<file path="config.mk">
export PLATFORM = sky130hd
export DESIGN_NAME = mem_access_stage
export DESIGN_NICKNAME = d
export VERILOG_FILES = /design/src/rtl/mem_access_stage.sv
export SDC_FILE = /design/constraint.sdc
export NUM_CORES = 1
export LEC_CHECK = 0
export BUFFER_PORTS_ARGS = -buffer_cell sky130_fd_sc_hd__buf_2
export CORE_UTILIZATION = 47
export DETAILED_ROUTE_END_ITERATION = 10
export GPL_ROUTABILITY_DRIVEN = 0
export HOLD_SLACK_MARGIN = 0.15
export PLACE_DENSITY = 0.89
export SETUP_SLACK_MARGIN = 0.5
export SYNTH_ARGS = -nofsm -noshare
export SYNTH_HDL_FRONTEND = slang
export SYNTH_SLANG_ARGS = --single-unit
</file>
<file path="constraint.sdc">
create_clock -name clk -period 4.1 [get_ports clk]
set_clock_uncertainty 0.15 [all_clocks]
set_input_delay 0.615 -clock clk [delete_from_list [all_inputs] [get_ports clk]]
set_output_delay 0.615 -clock clk [all_outputs]
set_load 0.02 [all_outputs]
</file>
<file path="src/rtl/mem_access_stage.sv">
// -----------------------------------------------------------------------------
// mem_access_stage
// Memory stage of the 5-stage pipeline, between the EX/MEM and MEM/WB
// registers. It runs the data-memory request/ready handshake, formats store
// strobes and data, aligns and extends load data, and owns the MEM/WB register.
//
// Ports
//   clk, reset              clock and synchronous active-high reset
//   in_*                    EX/MEM pipeline register contents
//   rd_addr_mem/_write_mem  MEM-stage destination, for the hazard unit
//   mem_stall               freezes PC, IF/ID, ID/EX and EX/MEM this cycle
//   dmem_*                  data-memory request/ready interface
//   rd_addr_wb/_write_wb    MEM/WB destination and write enable
//   wb_data                 MEM/WB result
//   misaligned, bus_err     one-cycle error pulses
// -----------------------------------------------------------------------------
module mem_access_stage #(
   parameter int XLEN    = 32,
   parameter int TIMEOUT = 255
) (
   input  logic            clk,
   input  logic            reset,
   input  logic            in_valid,
   input  logic            in_mem_read,
   input  logic            in_mem_write,
   input  logic [2:0]      in_funct3,
   input  logic [XLEN-1:0] in_alu_result,
   input  logic [XLEN-1:0] in_store_data,
   input  logic [4:0]      in_rd_addr,
   input  logic            in_rd_write,
   output logic [4:0]      rd_addr_mem,
   output logic            rd_write_mem,
   output logic            mem_stall,
   output logic            dmem_req,
   output logic            dmem_we,
   output logic [XLEN-1:0] dmem_addr,
   output logic [XLEN-1:0] dmem_wdata,
   output logic [3:0]      dmem_wstrb,
   input  logic [XLEN-1:0] dmem_rdata,
   input  logic            dmem_ready,
   output logic [4:0]      rd_addr_wb,
   output logic            rd_write_wb,
   output logic [XLEN-1:0] wb_data,
   output logic            misaligned,
   output logic            bus_err
);

   typedef enum logic {
      ST_IDLE,
      ST_WAIT
   } state_t;

   localparam logic [7:0] TimeoutCnt = 8'(TIMEOUT);

   state_t          state_q, state_d;
   logic [7:0]      waitCnt_q, waitCnt_d;
   logic [4:0]      rdAddrWb_q;
   logic            rdWriteWb_q;
   logic [XLEN-1:0] wbData_q;
   logic            misaligned_q;
   logic            busErr_q;

   logic            memOp;
   logic            misal;
   logic            alignedOp;
   logic            complete;
   logic            abort;
   logic [1:0]      offset;
   logic [3:0]      strbRaw;
   logic [7:0]      loadByte;
   logic [15:0]     loadHalf;
   logic [XLEN-1:0] loadData;

   assign offset    = in_alu_result[1:0];
   assign memOp     = in_valid & (in_mem_read | in_mem_write);
   assign alignedOp = memOp & ~misal;

   // Load data is never forwarded out of MEM, so loads do not advertise a
   // write to the hazard unit until they reach WB.
   assign rd_addr_mem  = in_rd_addr;
   assign rd_write_mem = in_valid & in_rd_write & ~in_mem_read;

   assign dmem_we   = in_mem_write;
   assign dmem_addr = {in_alu_result[XLEN-1:2], 2'b00};

   assign rd_addr_wb  = rdAddrWb_q;
   assign rd_write_wb = rdWriteWb_q;
   assign wb_data     = wbData_q;
   assign misaligned  = misaligned_q;
   assign bus_err     = busErr_q;

   // Halfwords must sit on an even address and words on a multiple of four;
   // byte accesses can never be misaligned.
   always_comb begin
      misal = 1'b0;
      case (in_funct3[1:0])
         2'b01:   misal = offset[0];
         2'b10:   misal = (offset != 2'b00);
         default: misal = 1'b0;
      endcase
   end

   // Handshake FSM. A zero-wait access completes straight out of IDLE; only a
   // late ready moves us into WAIT. The EX/MEM inputs are frozen by mem_stall,
   // so address, data and strobes stay stable across the wait without any
   // extra holding registers. When the wait counter reaches TIMEOUT the
   // access is dropped so a dead slave cannot hang the core. Reset overrides
   // the request and stall combinationally so an access caught mid-wait is
   // abandoned in the very cycle reset is seen.
   always_comb begin
      state_d   = state_q;
      waitCnt_d = waitCnt_q;
      dmem_req  = 1'b0;
      mem_stall = 1'b0;
      complete  = 1'b0;
      abort     = 1'b0;
      case (state_q)
         ST_IDLE: begin
            if (alignedOp) begin
               dmem_req = 1'b1;
               if (dmem_ready) begin
                  complete = 1'b1;
               end else begin
                  mem_stall = 1'b1;
                  state_d   = ST_WAIT;
                  waitCnt_d = 8'd1;
               end
            end
         end
         ST_WAIT: begin
            if (!alignedOp) begin
               state_d   = ST_IDLE;
               waitCnt_d = 8'd0;
            end else if (dmem_ready) begin
               dmem_req  = 1'b1;
               complete  = 1'b1;
               state_d   = ST_IDLE;
               waitCnt_d = 8'd0;
            end else if (waitCnt_q == TimeoutCnt) begin
               abort     = 1'b1;
               state_d   = ST_IDLE;
               waitCnt_d = 8'd0;
            end else begin
               dmem_req  = 1'b1;
               mem_stall = 1'b1;
               waitCnt_d = waitCnt_q + 8'd1;
            end
         end
         default: begin
            state_d   = ST_IDLE;
            waitCnt_d = 8'd0;
         end
      endcase
      if (reset) begin
         dmem_req  = 1'b0;
         mem_stall = 1'b0;
      end
   end

   // State register and wait counter.
   always_ff @(posedge clk) begin
      if (reset) begin
         state_q   <= ST_IDLE;
         waitCnt_q <= 8'd0;
      end else begin
         state_q   <= state_d;
         waitCnt_q <= waitCnt_d;
      end
   end

   // Store formatting: the selected lane is replicated across the word so the
   // memory only has to honour the byte strobes. Loads never assert strobes.
   always_comb begin
      strbRaw    = 4'b1111;
      dmem_wdata = in_store_data;
      case (in_funct3[1:0])
         2'b00: begin
            strbRaw    = 4'b0001 << offset;
            dmem_wdata = {(XLEN/8){in_store_data[7:0]}};
         end
         2'b01: begin
            strbRaw    = 4'b0011 << {offset[1], 1'b0};
            dmem_wdata = {(XLEN/16){in_store_data[15:0]}};
         end
         default: begin
            strbRaw    = 4'b1111;
            dmem_wdata = in_store_data;
         end
      endcase
      dmem_wstrb = in_mem_write ? strbRaw : 4'b0000;
   end

   // Load extraction: pick the addressed byte or halfword out of the returned
   // word, then sign-extend (B/H) or zero-extend (BU/HU) it; words pass as-is.
   always_comb begin
      loadByte = dmem_rdata[{offset, 3'b000} +: 8];
      loadHalf = offset[1] ? dmem_rdata[16 +: 16] : dmem_rdata[0 +: 16];
      case (in_funct3)
         3'b000:  loadData = {{(XLEN-8){loadByte[7]}}, loadByte};
         3'b001:  loadData = {{(XLEN-16){loadHalf[15]}}, loadHalf};
         3'b100:  loadData = {{(XLEN-8){1'b0}}, loadByte};
         3'b101:  loadData = {{(XLEN-16){1'b0}}, loadHalf};
         default: loadData = dmem_rdata;
      endcase
   end

   // MEM/WB register. Non-memory ops pass straight through; memory ops only
   // write back in their completing cycle. Stalled, misaligned and aborted
   // cycles insert a bubble so nothing is written twice or written in error.
   // The error flags are registered so each fault shows as a single pulse
   // alongside the bubble it produced.
   always_ff @(posedge clk) begin
      if (reset) begin
         rdAddrWb_q   <= 5'd0;
         rdWriteWb_q  <= 1'b0;
         wbData_q     <= '0;
         misaligned_q <= 1'b0;
         busErr_q     <= 1'b0;
      end else begin
         misaligned_q <= memOp & misal;
         busErr_q     <= abort;
         if (complete || !memOp) begin
            rdAddrWb_q  <= in_rd_addr;
            rdWriteWb_q <= in_valid & in_rd_write;
            wbData_q    <= (complete && in_mem_read) ? loadData : in_alu_result;
         end else begin
            rdWriteWb_q <= 1'b0;
         end
      end
   end

endmodule
</file>
# After elaboration in Yosys (flattened, before gate mapping)
# Cells that the tools add are included.
[word_totals]
elab_cells = 67
out_inout_bits = 117
register_bits = 49
inputBits = 111
[classes]
reduce_logical = 9
shifts = 3
add_sub_neg = 1
muxes = 28
bitwise = 11
eq_ne = 8
[ops]
columns = ["op", "n"]
rows = [
  ["one-hot mux 32 bit (4 select lines)", 1],
  ["one-hot mux 32 bit (2 select lines)", 1],
  ["2-to-1 mux 8 bit", 5],
  ["2-to-1 mux 32 bit", 1],
  ["variable part select 32 x 6 -> 8 bit", 1],
  ["2-to-1 mux 16 bit", 1],
  ["one-hot mux 8 bit (2 select lines)", 1],
  ["2-to-1 mux 1 bit", 13],
  ["adder 8 x 1 -> 8 bit, second input constant", 1],
  ["== test 8 bit, second input constant", 1],
  ["one-hot mux 4 bit (2 select lines)", 1],
  ["== test 3 bit, second input constant", 2],
  ["one-hot mux 1 bit (2 select lines)", 3],
  ["AND 1 bit", 5],
  ["inverter 1 bit", 5],
  ["2-to-1 mux 4 bit", 1],
  ["inequality test 2 bit, second input constant", 2],
  ["OR reduction 4 bit", 1],
  ["left shift 1 x 2 -> 4 bit, first input constant", 1],
  ["left shift 2 x 2 -> 4 bit, first input constant", 1],
  ["== test 3 x 1 -> 1 bit, second input constant", 1],
  ["logical NOT 3 bit", 1],
  ["== test 2 x 1 -> 1 bit, second input constant", 1],
  ["== test 2 bit, second input constant", 1],
  ["8 further kinds", 8],
]

# Depth between registers and ports, before layout
[depth]
depth_word = 8
ltp_mapped = 9

# Least setup slack after synthesis
# No wires, ideal clock.
[synth_timing]
path_type = "input to output"
startpoint = "input port in_funct3[0]"
endpoint = "output port dmem_req"
setup_slack_ns = 1.125
arrival_ns = 2.210
cell_stages = 6
path_buffers = 1
path_cell_list = "inv_1 ha_1 and3_1 or4_4 buf_6 a21oi_1"
[synth_between]
elab_chain_cells = 7
[synth_lines]
columns = ["item", "line", "source"]
rows = [
  ["start: declaration", "26", "input logic [2:0] in_funct3,"],
  ["== test 2 bit or == test 2 x 1 -> 1 bit (tied branches)", "96", "case (in_funct3[1:0])"],
  ["one-hot mux 1 bit (2 select lines) *", "96", ""],
  ["inverter 1 bit *", "76", "assign alignedOp = memOp & ~misal;"],
  ["AND 1 bit *", "76", ""],
  ["2-to-1 mux 1 bit, on equally long branches", "131, 119", ""],
  ["one-hot mux 1 bit (2 select lines) *", "117", "case (state_q)"],
  ["2-to-1 mux 1 bit *", "154", "if (reset) begin"],
  ["end: declaration", "34", "output logic dmem_req,"],
]
# Mark *: on every way between the ends. The rest lies on a longest branch, timed or not.

# Final worst setup path
[layout_timing]
startpoint = "input port in_funct3[1]"
endpoint = "output port dmem_wdata[18]"
[layout_between]
elab_chain_cells = 2
[layout_lines]
columns = ["item", "line", "source"]
rows = [
  ["== test 2 x 1 -> 1 bit or logical NOT 2 bit (tied branches)", "176", "case (in_funct3[1:0])"],
  ["one-hot mux 32 bit (2 select lines) *", "176", ""],
  ["end: declaration", "37", "output logic [XLEN-1:0] dmem_wdata,"],
]
# Marked as above.

==> impl_results.rst <==
.. list-table::
   :header-rows: 1

   * - Metric
     - Value
   * - Run status
     - finished, final reports clean
   * - Area share of the largest cell type after synthesis
     - ~28%
   * - Minimum hold slack
     - around 0.30 ns
   * - Setup repair after global routing missed its margin
     - false
   * - Crit start category
     - input port
   * - Area enclosed by the die boundary
     - ~7900 µm²
   * - Critical path cell sequence
     - buf_2, inv_1, ha_1, buf_4, nor2_4, mux2_2, buf_2
   * - CTS Buffer Depth
     - 2
   * - Via density per instance
     - 5.71
   * - Placeable core area
     - 7290 µm²
   * - Global-route met1 utilization
     - approximately 33%
   * - Total Power
     - 0.00131 W
   * - Static power due to leakage
     - 2.17 nW
   * - Fill cell instance count of the final layout
     - about 670
   * - Worst reg2reg setup slack
     - between 2 and 2.5 ns
   * - VDD IR max
     - roughly 0.00013 V
   * - Post-synth cell types
     - slightly below 50
   * - Path length in cells of the critical path
     - 7
   * - Final std cells w/o fill
     - 687
   * - Depth of the worst register-to-register path
     - 5
   * - Tcrit/Tclk final
     - between 70% and 80%
   * - Clock-pin slew of the registers on the worst-case setup and hold paths
     - roughly 0.10 ns
   * - WHS Endpoint
     - rd_addr_wb[2]$_SDFFE_PP0P_
   * - Final setup TNS
     - 0 ns
   * - GR Overflow Total
     - 0
   * - Synthesis Warnings
     - 0
   * - Met2 track utilization from global routing
     - 50.9%
   * - Family with the most delay on the worst path
     - buffers and inverters
   * - H-tree depth
     - 2
   * - Overall via count from detail_route
     - between 3000 and 4000
   * - Share of layout cells above drive strength 1
     - 48.6%
   * - Highest achievable clock rate
     - ~310 MHz
   * - Num Clock Sinks
     - 49
   * - Ranking of synthesized cells by area
     - sky130_fd_sc_hd__dfxtp_1, sky130_fd_sc_hd__buf_4, sky130_fd_sc_hd__o221a_2
   * - Post-detailed-routing wire length
     - between 10000 and 15000 µm
   * - Power per standard cell area
     - between 200 and 300 nW/µm²
   * - Resize count post-CTS
     - 0
   * - Antenna violations before repair
     - 2
   * - Post-layout min period
     - 3.19 ns
   * - Drt wl/cell
     - around 17 µm
   * - Quantity of hold-fixing buffers added after cts
     - 0
   * - Num rows
     - 31
   * - Count of input and output buffers
     - 225
   * - Classification of the worst-slack hold path
     - reg -> reg
   * - Number of cells after detailed placement
     - between 600 and 700
   * - Cell area after technology mapping
     - roughly 3600 µm²
   * - Critical Path Most Common Cell
     - sky130_fd_sc_hd__buf_2
   * - Count of final setup violators
     - 0
   * - Final max-slew violation count
     - 0
   * - Launch point of the worst path
     - in_funct3[1]
   * - Most used DFF post-synth
     - sky130_fd_sc_hd__dfxtp_1
   * - CTS Root Buffer Type
     - sky130_fd_sc_hd__clkbuf_8
   * - Max-cap violation count
     - 0
   * - CP Capture Type
     - output port
   * - Tightest slew margin relative to the limit
     - 18.5%
   * - Most frequent cells in the layout
     - sky130_fd_sc_hd__buf_2, sky130_fd_sc_hd__dfxtp_1, sky130_fd_sc_hd__nand2_1
   * - Maximum number of pins on one net before global-route repair
     - 27
   * - Syn Area/Cell
     - between 8 and 9 µm²
   * - Crit Path Max Fanout
     - 21
   * - Overall Global Routing Usage
     - between 20% and 30%
   * - Die span in x
     - about 90 µm
   * - CP required
     - 3.34 ns
   * - Synthesis-stage register bit count
     - 49
   * - Proportion of synthesized flip-flops having asynchronous set or reset
     - 0%
   * - Worst path slowest cell
     - sky130_fd_sc_hd__nor2_4
   * - Top-level I/O count
     - about 230
   * - Detailed placer's ending HPWL
     - just under 9000 µm
   * - Fraction of met3 tracks used by global routing
     - around 5.2%
   * - Hold depth
     - 2
   * - R2R Path Start
     - waitCnt_q[0]$_SDFFE_PP0P_
   * - DRC
     - 0
   * - Net count, final
     - ~700
   * - CP bufs+invs
     - 4
   * - Die height
     - 89.1 µm
   * - Count of nets left with antenna violations after detail routing
     - 0
   * - Initial core utilization
     - 48.9%
   * - RR Endpoint
     - waitCnt_q[7]$_SDFFE_PP0P_
   * - Worst path arrival time
     - 2.42 ns
   * - Buffers inserted during post-CTS setup optimization
     - 0
   * - First-pass GRT wire length
     - about 17000 µm
   * - Number of buffers created by CTS
     - 5
   * - Worst Hold Launch
     - rd_addr_wb[2]$_SDFFE_PP0P_
   * - Number of global-route vias before repair
     - ~3500
   * - Detailed router's first-iteration violation count
     - ~260
   * - Area growth syn-to-layout
     - 25.3%
   * - Number of flops mapped to enable cells by yosys
     - 0
   * - Cell accounting for the most synthesized area
     - sky130_fd_sc_hd__dfxtp_1
   * - Worst stage delay on the critical path
     - between 0.4 and 0.5 ns
   * - Sequential element share of the synthesized area
     - 27.5%
   * - Cell count after synthesis
     - around 430
   * - Slew at the pin with the worst max-slew slack
     - 1.22 ns
   * - Final Hold Fails
     - 0
   * - Most congested layer reported by global routing
     - met2
   * - Clk Latency, worst-skew pair
     - 0.30 ns
   * - First drt pass iteration count
     - 6
   * - Most common library cell in the layout ignoring fill and taps
     - sky130_fd_sc_hd__buf_2
   * - CTS tree
     - yes
   * - Type of the worst setup path
     - in -> out
how the worst max path moves through the flow:
stage,endpoint,slack [ns]
CTS,dmem_wdata[22],0.91
global placement,wb_data[17]$_SDFFE_PP0P_,1.02
global route,dmem_req,0.80
floorplan,dmem_req,1.12
detailed placement,wb_data[16]$_SDFFE_PP0P_,0.89
finish,dmem_wdata[18],0.91
cells by family after synthesis:
logic type	Yosys count	synth area share, %
other cells	1	0.105
fa+ha+maj	4	1.40
buf+inv	86	14.7
mux	17	5.37
compound gates	151	34.4
simple gates	117	16.5
flops	49	27.5
synthesized netlist by cell type, types with 2 or more instances:
master / n
sky130_fd_sc_hd__a211oi_1: 10
sky130_fd_sc_hd__a21oi_1: 23
sky130_fd_sc_hd__a22o_1: 17
sky130_fd_sc_hd__a22oi_1: 10
sky130_fd_sc_hd__and2_1: 19
sky130_fd_sc_hd__and3_1: 10
sky130_fd_sc_hd__buf_1: 2
sky130_fd_sc_hd__buf_2: 11
sky130_fd_sc_hd__buf_4: 46
sky130_fd_sc_hd__buf_6: 2
sky130_fd_sc_hd__clkbuf_1: 16
sky130_fd_sc_hd__dfxtp_1: 49
sky130_fd_sc_hd__ha_1: 4
sky130_fd_sc_hd__inv_1: 8
sky130_fd_sc_hd__mux2_2: 17
sky130_fd_sc_hd__nand2_1: 34
sky130_fd_sc_hd__nand2b_1: 3
sky130_fd_sc_hd__nand3_1: 5
sky130_fd_sc_hd__nand3b_1: 2
sky130_fd_sc_hd__nor2_1: 25
sky130_fd_sc_hd__nor2b_1: 7
sky130_fd_sc_hd__nor3_1: 6
sky130_fd_sc_hd__nor4_1: 2
sky130_fd_sc_hd__o211ai_1: 9
sky130_fd_sc_hd__o21a_1: 30
sky130_fd_sc_hd__o21ai_0: 3
sky130_fd_sc_hd__o21ai_1: 3
sky130_fd_sc_hd__o221a_2: 24
sky130_fd_sc_hd__o311ai_1: 2
sky130_fd_sc_hd__o31ai_1: 2
sky130_fd_sc_hd__o32a_1: 6
metrics by stage:
step / setup WS, ns / utilization [%] / area, µm²
4_1_cts: 0.906 / 61.2 / 4470
3_3_place_gp: 1.02 / 60.1 / 4380
5_1_grt: 0.799 / 61.2 / 4470
6_report: 0.911 / 61.3 / 4470
2_1_floorplan: 1.12 / - / 3570
3_5_place_dp: 0.895 / 60.1 / 4380
flip-flops by register name (all words and copies together) (netlist names):
signal / count
rd_write_wb: 1
bus_err: 1
wb_data: 32
rd_addr_wb: 5
state_q: 1
waitCnt_q: 8
misaligned: 1
tightest hold or removal path, delay by kind of cell (launching register included):
| kind | cells | cell delay, ns |
|---|---|---|
| and+or+nand+nor | 1 | 0.05 |
| AOI/OAI and AO/OA | 1 | 0.05 |
| DFF | 1 | 0.32 |
area by class of cell:
type | instances | area, µm² | area share (%)
Antenna cell | 1 | 2.50 | 0.0560
Clock inverter | 2 | 13.8 | 0.308
Sequential cell | 49 | 981 | 22.0
Timing Repair Buffer | 230 | 1160 | 26.0
Inverter | 9 | 33.8 | 0.756
Multi-Input combinational cell | 291 | 2080 | 46.5
Clock buffer | 6 | 72.6 | 1.62
Tap cell | 99 | 124 | 2.77
power by group:
group | switching [W] | internal (W)
clock network | 0.000175 | 0.000122
logic | 0.000292 | 0.000193
registers | 0.0000177 | 0.000510
total | 0.000484 | 0.000825
metal layers:
layer / part of all wire (%) / wire [µm] / up-vias
met4: 1.8 / 212 / 2
met3: 6.9 / 801 / 19
met2: 52 / 6040 / 180
met5: 0.11 / 13 / -
li1: - / - / 1857
met1: 39 / 4530 / 1866
Note: power is estimated with default switching activity, not from simulation.
